## src/rtl/scan_mux.sv

```systemverilog
// Registered N-to-1 channel multiplexer with direct-select and auto-scan modes.
// Out-of-range selects produce zero data; the scan index always stays below N.
module scan_mux #(
  parameter int N  = 16,
  parameter int W  = 1,
  localparam int SW = $clog2(N)
) (
  input  logic            clk,
  input  logic            rst_n,
  input  logic [N*W-1:0]  A,
  input  logic [SW-1:0]   S,
  input  logic            mode,
  input  logic            en,
  input  logic            load,
  output logic [W-1:0]    y,
  output logic [SW-1:0]   ch,
  output logic            valid,
  output logic            wrap
);

  typedef enum logic [1:0] {
    IDLE   = 2'd0,
    DIRECT = 2'd1,
    SCAN   = 2'd2
  } state_t;

  localparam logic [SW:0]   N_EXT = (SW+1)'(N);
  localparam logic [SW-1:0] LAST  = SW'(N - 1);

  state_t        state, state_d;
  logic [SW-1:0] idx, idx_d;
  logic [W-1:0]  y_d;
  logic [SW-1:0] ch_d;
  logic          valid_d, wrap_d;

  logic          s_oob;
  logic [W-1:0]  a_s, a_idx;

  // Constant-false when N is a power of two; S can then never exceed N-1.
  assign s_oob = ({1'b0, S} >= N_EXT);

  // Loop muxes instead of variable part-selects so an out-of-range S yields zero.
  always_comb begin
    a_s   = '0;
    a_idx = '0;
    for (int k = 0; k < N; k++) begin
      if (S == SW'(k))   a_s   = A[k*W +: W];
      if (idx == SW'(k)) a_idx = A[k*W +: W];
    end
  end

  // NOTE: every output of this block gets a default first, so no path leaves a
  // variable unassigned and no latch is inferred.
  always_comb begin
    state_d = state;
    idx_d   = idx;
    y_d     = y;
    ch_d    = ch;
    valid_d = 1'b0;
    wrap_d  = 1'b0;

    if (load) idx_d = s_oob ? '0 : S;

    if (en) begin
      state_d = mode ? SCAN : DIRECT;
      if (!mode || load) begin
        ch_d    = S;
        y_d     = s_oob ? '0 : a_s;
        valid_d = !s_oob;
        if (mode && !s_oob) begin
          wrap_d = (S == LAST);
          idx_d  = (S == LAST) ? '0 : S + 1'b1;
        end
      end else begin
        ch_d    = idx;
        y_d     = a_idx;
        valid_d = 1'b1;
        wrap_d  = (idx == LAST);
        idx_d   = (idx == LAST) ? '0 : idx + 1'b1;
      end
    end
  end

  // NOTE: sequential state uses non-blocking assignments so every register
  // samples the pre-edge values regardless of statement order.
  always_ff @(posedge clk or negedge rst_n) begin
    if (!rst_n) begin
      state <= IDLE;
      idx   <= '0;
      y     <= '0;
      ch    <= '0;
      valid <= 1'b0;
      wrap  <= 1'b0;
    end else begin
      state <= state_d;
      idx   <= idx_d;
      y     <= y_d;
      ch    <= ch_d;
      valid <= valid_d;
      wrap  <= wrap_d;
    end
  end

endmodule
```

## config.mk

```make
export PLATFORM = sky130hd
export DESIGN_NAME = scan_mux
export DESIGN_NICKNAME = d
export VERILOG_FILES = /design/src/rtl/scan_mux.sv
export SDC_FILE = /design/constraint.sdc
export NUM_CORES = 1
export LEC_CHECK = 0
export CAP_MARGIN = 20
export CELL_PAD_IN_SITES_DETAIL_PLACEMENT = 1
export CELL_PAD_IN_SITES_GLOBAL_PLACEMENT = 1
export CORE_MARGIN = 10
export CORE_UTILIZATION = 30
export DETAILED_ROUTE_END_ITERATION = 10
export PLACE_DENSITY_LB_ADDON = 0.2
export SLEW_MARGIN = 25
export SYNTH_ARGS = -nofsm -noshare
export SYNTH_HDL_FRONTEND = slang
export SYNTH_SLANG_ARGS = --single-unit
```

## constraint.sdc

```tcl
create_clock -name clk -period 1.9 [get_ports clk]
set_clock_uncertainty 0.15 [all_clocks]
set_input_delay 0.38 -clock clk [delete_from_list [all_inputs] [get_ports clk]]
set_output_delay 0.38 -clock clk [all_outputs]
set_load 0.01 [all_outputs]
```

After elaboration in Yosys (flattened, before gate mapping)

Cells that the tools add are included.

Add/subtract/negate cells: 2
Multiplexer cells: 44
Reductions and logical operators: 4
Equal/unequal tests: 30

Operators by type and width:

| kind                                           | count |
|---|---|
| == test 4 bit (second input constant)          | 16 |
| 2-to-1 mux 1 bit                               | 37 |
| == test 4 x 3 -> 1 bit (second input constant) | 8 |
| 2-to-1 mux 4 bit                               | 7 |
| == test 4 x 2 -> 1 bit (second input constant) | 4 |
| adder 4 x 1 -> 4 bit (second input constant)   | 2 |
| == test 4 x 1 -> 1 bit (second input constant) | 2 |
| zero test 4 bit                                | 2 |
| zero test 1 bit                                | 1 |
| logical OR 1 bit                               | 1 |

Logic and storage cells: 85
Bits of input ports: 25
Register bits: 11
Output and inout port bits: 7

Logic depth before layout (Yosys ltp)

Gate-level depths: netlist (run 1).

Depth after elaboration: 18
Mapped depth: 8
Gate-level depth less buffers: 7

Least setup slack after synthesis (run 1)

Ideal clock, no wire load.

Kind: input -> register
Start: in S[0]
End: reg y
Path buffers: 1
Setup time: 0.126 ns
Data required time: 1.624 ns
Slack: -0.119 ns
Cell stages on the path: 8
Arrival: 1.743 ns
Cell sequence: inv_1 -> ha_1 -> buf_6 -> a211o_1 -> a21oi_2 -> o22ai_1 -> a211o_1 -> a221o_1

Word-level cells in the longest chain between the ends: 18
Elaborated cells between the ends (all ways): 33
Classes of those cells: eq/ne: 15; mux: 17; reduce/logical: 1

Ends and longest elaborated chain:

| what                            | RTL line | text |
|---|---|---|
| from (decl)                     | 11       | `input logic [SW-1:0] S,` |
| zero test 4 bit                 | 47       | `if (S == SW'(k)) a_s = A[k*W +: W];` |
| 2-to-1 mux 1 bit (15 in series) | 47       |  |
| 2-to-1 mux 1 bit *              | 47       |  |
| 2-to-1 mux 1 bit *              | 66       | `if (!mode \|\| load) begin` |
| to (signal assigned)            | 97       | `y <= y_d;` |
| to (decl)                       | 15       | `output logic [W-1:0] y,` |

Mark *: on every way between the ends. The rest lies on a longest branch, timed or not.
A chain may end at the register's enable or synchronous reset.

Worst setup path after layout (run 1)

Start: in A[5]
End: reg y

Word-level cells in the longest chain between the ends: 12
Elaborated cells between the ends (all ways): 23
Classes of those cells: mux: 23

Ends and longest elaborated chain:

| what                                               | RTL line | text |
|---|---|---|
| from (decl)                                        | 10       | `input logic [N*W-1:0] A,` |
| 2-to-1 mux 1 bit (on tied branches) (11 in series) | 48, 47   |  |
| 2-to-1 mux 1 bit *                                 | 66       |  |

Marked as above.

==> results by group, run 1 <==
Run status
  • Status: finished, violations left
  • Violated checks: negative setup slack

STA
  • Setup violators final: 1
  • Relative slew slack: 63.6%
  • Tcrit/Tclk final: 103%
  • Slew Viols, Final: 0
  • Post-layout minimum cycle time: 1950 ps
  • Worst setup margin: -48.1 ps
  • Worst-margin pin slew: 544 ps
  • RSZ-0062 raised after global routing: true
  • Max Freq: 513 MHz
  • Final Hold Vio Count: 0

Worst setup path
  • CP Data Arrival Time: 1960 ps
  • Reg2Reg Depth: 6
  • Worst Path Required: 1920 ps
  • Worst setup EP type: flip-flop
  • CP Max Fanout: 2
  • Critical path class: in2reg
  • Worst setup SP type: input pin
  • Crit Reg-Reg Startpoint: idx[0]$_DFF_PN0_
  • Worst r2r dst: y$_DFFE_PN0P_
  • R2R Setup Slk: -10 ps

Power and ir drop
  • VDD IR max: 0.335 mV
  • Power density cells: 548 nW/um2
  • Power consumption: 947 uW
  • Leak: 0.000731 uW

Yosys
  • Main synth FF type: dfrtp_1
  • Post-synth top cells: nand2_1 (18), nor2_1 (13), dfrtp_1 (11)
  • Post-synth top area share: 25.6%
  • Syn Area/Cell: 8.01 um2
  • Area contributors post-synth: dfrtp_1 (26%), ha_1 (9.3%), nand2_1 (6.3%), a21oi_1 (4.7%), nor2_1 (4.5%)
  • Yosys warning count: 0
  • Most frequent cell after synthesis: nand2_1
  • Cell area after synthesis: 1070 um2
  • Ys async rst share: 100%
  • Largest area contributor in the netlist: dfrtp_1
  • Netlist cell types: 37
  • Synth Register Bits: 11
  • Post-synthesis sequential area ratio: 25.6%
  • Cells after Synth: 134
  • Syn_nets: 167
  • Number of synthesized flops with an enable pin: 0

Clock network
  • Worst-path clk slew: 80 ps
  • TritonCTS sink count: 11
  • Deepest clock path buffer count: 2
  • Total CTS buffers: 3
  • Root Driver: clkbuf_4
  • Clock Latency Late Sink: 280 ps
  • H-tree levels: 1
  • Post-CTS Setup Inserts: 0
  • Hold buffers post-CTS: 0
  • CTS tree: done

Die
  • FP Rows: 21
  • CORE AREA: 3390 um2
  • Ports: 32
  • Die footprint: 6370 um2
  • DIE WIDTH: 79.8 um
  • Die H: 79.8 um
  • Starting Density: 31.7%

Drt
  • Via count: 1237
  • Drt total wl: 4.20 mm
  • Antenna-violating nets left: 0
  • Drt drc: 0
  • WL/cell: 17.8 um
  • Detailed Route Iter0 Violations: 69
  • DRT Pass-1 Iters: 4
  • DR vias/cell: 5.24

Layout
  • Nets: 224
  • Layout area overhead: 61.0%
  • Ant. Diodes: 0
  • Share of layout cells above drive strength 1: 31.1%

Global route
  • Overall Global Routing Usage: 13.7%
  • Vias in the first global route: 1390
  • Pin count of the biggest net entering global routing: 12
  • Global-route wire length before repair: 6.96 mm
  • Initial antenna violation count: 0
  • Overflow after GRT: 0

Place
  • Final HPWL DP: 3.50 mm
  • GP Congestion: 0.891
  • Pre-CTS WS: -869 ps
  • Port buffer count: 31

Worst hold path
  • Class of the worst hold path: in2async

Job
  • MaxCap Viol Count: 0
repair_timing:
item / 4_1_cts / 5_1_grt
pin swaps: 2 / 0
setup endpoints to repair: 2 / 2
gates resized for setup: 19 / 3
endpoints found under the hold margin: 0 / 0
cell families (layout without fill, tap and decap cells):
kind of cell / after synthesis / in the layout / share of synthesized area [%]
multiplexers: 5 / 5 / 5.94
AND/OR/NAND/NOR: 48 / 48 / 20.4
buffers and inverters: 17 / 73 / 7.81
XOR/XNOR: 3 / 3 / 2.45
flip-flops: 11 / 11 / 25.6
adder cells (fa/ha/maj): 8 / 8 / 9.32
AO/OA/AOI/OAI: 42 / 42 / 28.4
layout make-up:
class	instances	area, um2
multi-input cells	106	807
repair buffers	61	531
flip-flops and latches	11	277
fillers	404	1660
clock buffers	4	26.3
well taps	46	57.6
inverters	8	30.0
through the flow:
step                util [%]  hold slack (ps)  std cells  instance area (um2)  TNS, ps
floorplan                  -            -65.6        134                 1130    -20.4
global placement        49.4              358        232                 1670    -1500
detailed placement      49.4              372        232                 1670    -1830
CTS                     50.7              310        236                 1720    -22.4
global route            51.0              322        236                 1730    -95.5
finish                  51.0              298        236                 1730    -48.1
critical path, cell delays in order:
cell and delay, ps:
clkdlybuf4s50_1 480, a211o_1 300, a21oi_2 100, o22ai_1 70, a211o_1 310, a221o_1 320
flip-flops by register name, summed over array words and instances (netlist names):
register  count
idx           4
valid         1
ch            4
wrap          1
y             1
how the worst max path moves through the flow:
stage,cells after the start,endpoint,start
floorplan,7,y$_DFFE_PN0P_,S[0]
global placement,8,y$_DFFE_PN0P_,S[0]
detailed placement,8,y$_DFFE_PN0P_,S[0]
CTS,6,y$_DFFE_PN0P_,idx[0]$_DFF_PN0_
global route,7,y$_DFFE_PN0P_,idx[1]$_DFF_PN0_
finish,6,y$_DFFE_PN0P_,A[5]
cell usage in the layout (no fill, tap or decap), types with 2 or more instances in the layout:
cell | netlist | layout
o22ai_1 | 3 | 3
inv_2 | 0 | 4
a31oi_1 | 4 | 4
ha_4 | 0 | 5
o21ai_1 | 0 | 2
buf_4 | 0 | 31
nand2b_1 | 3 | 3
inv_1 | 8 | 4
dfrtp_1 | 11 | 10
a21oi_2 | 1 | 2
clkdlybuf4s50_1 | 0 | 29
ha_2 | 0 | 3
and3_1 | 2 | 2
a221oi_2 | 1 | 2
xnor2_1 | 2 | 2
a211oi_1 | 4 | 3
a221o_1 | 2 | 2
o21ai_0 | 5 | 3
clkbuf_4 | 0 | 4
mux2i_1 | 3 | 3
a221o_2 | 2 | 2
a221oi_1 | 3 | 2
nand2_1 | 18 | 18
nor2b_1 | 3 | 2
nand3_1 | 5 | 5
nor2_1 | 13 | 13
a211o_1 | 2 | 2
a21oi_1 | 10 | 9
routing by layer:
layer	track usage, %	wire (um)
met3	5.52	314
met1	15.9	1800
met4	1.76	7
met5	0	0
met2	23.5	2070
power breakdown:
part | leakage, uW | internal [uW] | switching, uW | total, uW
logic | 0.000588 | 261 | 226 | 487
registers | 0.000129 | 264 | 31.2 | 295
clock network | 0.0000150 | 81.5 | 83.8 | 165
total | 0.000731 | 606 | 341 | 947
No activity file was read; power rests on OpenSTA's default activity.
==> run 2: changes to the inputs <==
==> constraint.sdc (replaced) <==
create_clock -name clk -period 1.7 [get_ports clk]
set_clock_uncertainty 0.15 [all_clocks]
set_input_delay 0.34 -clock clk [delete_from_list [all_inputs] [get_ports clk]]
set_output_delay 0.34 -clock clk [all_outputs]
set_load 0.01 [all_outputs]
==> run 2 against run 1 <==
The run still ends with negative setup slack left. Sequential share of layout area is 0.90 points lower. Register-to-register slack worse by 200 ps. Critical path depth is 1 higher. Die area stayed put. Hold slack worse by 89 ps. Flip-flop and latch count stayed put. Non-clock buffer count is 7 higher. First-iteration DRC count is 8.7% lower.
==> results by group, run 2 (synthesized netlist as in run 1, its figures left out) <==
Global route
  • Pin count of the biggest net entering global routing: 12 (unchanged)
  • Met2 usage: 25.1% (+1.5 points)
  • Most Crowded Layer GR: met2
  • Global-route wire length before repair: 7.12 mm (+2.3%)
  • Initial antenna violation count: 0 (unchanged)
  • Vias in the first global route: 1396 (+0.43%)
  • GR Util met3: 4.05% (-1.5 points)
  • Overflow after GRT: 0 (unchanged)
  • Overall Global Routing Usage: 14.0% (+0.27 points)
  • Global routing usage on met1: 15.8% (-0.14 points)

Die
  • DIE WIDTH: 79.8 um (unchanged)
  • Ports: 32 (unchanged)
  • FP Rows: 21 (unchanged)
  • Starting Density: 31.7% (unchanged)
  • CORE AREA: 3390 um2 (unchanged)
  • Die H: 79.8 um (unchanged)
  • Die footprint: 6370 um2 (unchanged)

Run status
  • Status: finished, violations left
  • Violated checks: negative setup slack

Place
  • Port buffer count: 31 (unchanged)
  • Final HPWL DP: 3.42 mm (-2.3%)
  • GP Congestion: 0.819 (-8.1%)

STA
  • Tcrit/Tclk final: 112%
  • Worst-margin pin slew: 305 ps (-239 ps)
  • Final Hold Vio Count: 0 (unchanged)
  • Max Freq: 523 MHz
  • Post-Route Setup TNS: -230 ps (-182 ps)
  • RSZ-0062 raised after global routing: true
  • Setup violators final: 2 (+1)
  • Slew Viols, Final: 0 (unchanged)
  • Worst setup margin: -211 ps (-163 ps)
  • Relative slew slack: 79.6% (+16 points)
  • Post-layout minimum cycle time: 1910 ps

Layout
  • Top Registers: ch (4), idx (4)
  • Most common cell after layout, fill and taps aside: buf_4
  • Ant. Diodes: 0 (unchanged)
  • Share of layout cells above drive strength 1: 35.5% (+4.5 points)
  • Layout area overhead: 70.5%
  • Most frequent cells in the layout: buf_4 (37), clkdlybuf4s50_1 (24), nand2_1 (18), nor2_1 (13), dfrtp_1 (10)
  • Nets: 231 (+3.1%)
  • Fill count: 400 (-0.99%)

Clock network
  • Worst-path clk slew: 70 ps (about the same)
  • Total CTS buffers: 3 (unchanged)
  • TritonCTS sink count: 11 (unchanged)
  • Clock Latency Late Sink: 280 ps (about the same)
  • CTS tree: done
  • Deepest clock path buffer count: 2 (unchanged)
  • Root Driver: clkbuf_4
  • Hold buffers post-CTS: 0 (unchanged)
  • H-tree levels: 1 (unchanged)

Drt
  • Detailed Route Iter0 Violations: 63 (-8.7%)
  • Antenna-violating nets left: 0 (unchanged)
  • Drt total wl: 4.31 mm (+2.6%)
  • Drt drc: 0 (unchanged)
  • DR vias/cell: 5.22 (-0.37%)
  • WL/cell: 17.7 um (-0.34%)
  • Via count: 1269 (+2.6%)
  • DRT Pass-1 Iters: 4 (unchanged)

Power and ir drop
  • Leak: 0.000815 uW (+11%)
  • Power density cells: 607 nW/um2 (+11%)
  • VDD IR max: 0.446 mV (+33%)
  • Power consumption: 1110 uW (+17%)

Worst setup path
  • Worst setup EP type: flip-flop
  • Critical path class: reg2reg
  • CP Max Fanout: 5 (+3)
  • Worst Path Required: 1720 ps (-200 ps)
  • CP Data Arrival Time: 1930 ps (-30 ps)
  • Worst setup SP type: flip-flop
  • Reg2Reg Depth: 7 (+1)

Worst hold path
  • Class of the worst hold path: in2async

Job
  • MaxCap Viol Count: 0 (unchanged)
## run 2: cell types whose count changed in the layout (fill, tap and decap cells not counted), moves of 2 or more
cell,delta
clkdlybuf4s50_1,-5
ha_4,+2
buf_4,+6
ha_2,-2
dlymetal6s2s_1,+5
buf_2,+2
## run 2: stage by stage
step | utilization, % | cells | hold WS (ps) | area [um2] | setup slack, ps
2_1_floorplan | - | 134 | -106 | 1120 | -183
3_3_place_gp | 49.9 | 236 | 361 | 1690 | -851
3_5_place_dp | 49.9 | 236 | 371 | 1690 | -898
4_1_cts | 52.6 | 242 | 209 | 1780 | -215
5_1_grt | 54.0 | 243 | 219 | 1830 | -284
6_report | 54.0 | 243 | 209 | 1830 | -211
## run 2: worst paths after layout
| path | from | end | slack, ps |
|---|---|---|---|
| worst max-delay path | idx[1]$_DFF_PN0_ | y$_DFFE_PN0P_ | -210 |
| worst min-delay path | rst_n | ch[3]$_DFFE_PN0P_ | 210 |
| worst max register to register | idx[1]$_DFF_PN0_ | y$_DFFE_PN0P_ | -210 |
| worst min register to register | ch[1]$_DFFE_PN0P_ | ch[1]$_DFFE_PN0P_ | 380 |
| max in group asynchronous | rst_n | idx[0]$_DFF_PN0_ | 1020 |
| min in group clk | ch[1]$_DFFE_PN0P_ | ch[1]$_DFFE_PN0P_ | 380 |
## run 2: layer usage
metal  vias to the layer above  wire length (um)
met4                         0                55
met1                       625              1830
met3                         8               224
met5                         -                 0
li1                        609                 -
met2                        27              2200
## run 2: final cells by class
class / count / area (um2) / area share, %
multi-input combinational: 106 / 850 / 46.4
timing repair buffer: 68 / 591 / 32.3
sequential: 11 / 277 / 15.1
tap: 46 / 57.6 / 3.14
inverter: 8 / 30.0 / 1.64
clock buffer: 4 / 26.3 / 1.44
## run 2: power by group
| group | switching, uW | internal (uW) |
|---|---|---|
| logic | 278 | 323 |
| clock network | 93.7 | 91.1 |
| registers | 30.6 | 295 |
## run 2: repair_timing
action,4_1_cts,5_1_grt
setup endpoints to repair,5,8
pin swaps,4,2
setup buffers,2,1
hold endpoints to repair,0,0
resized for setup,21,10
## run 2: critical path, stage by stage (launching register included)
cell      delay [ps]
dfrtp_1          390
inv_2            110
ha_4             180
and3b_1          200
a21oi_2          120
a221oi_2          80
a221o_1          290
a221o_1          280
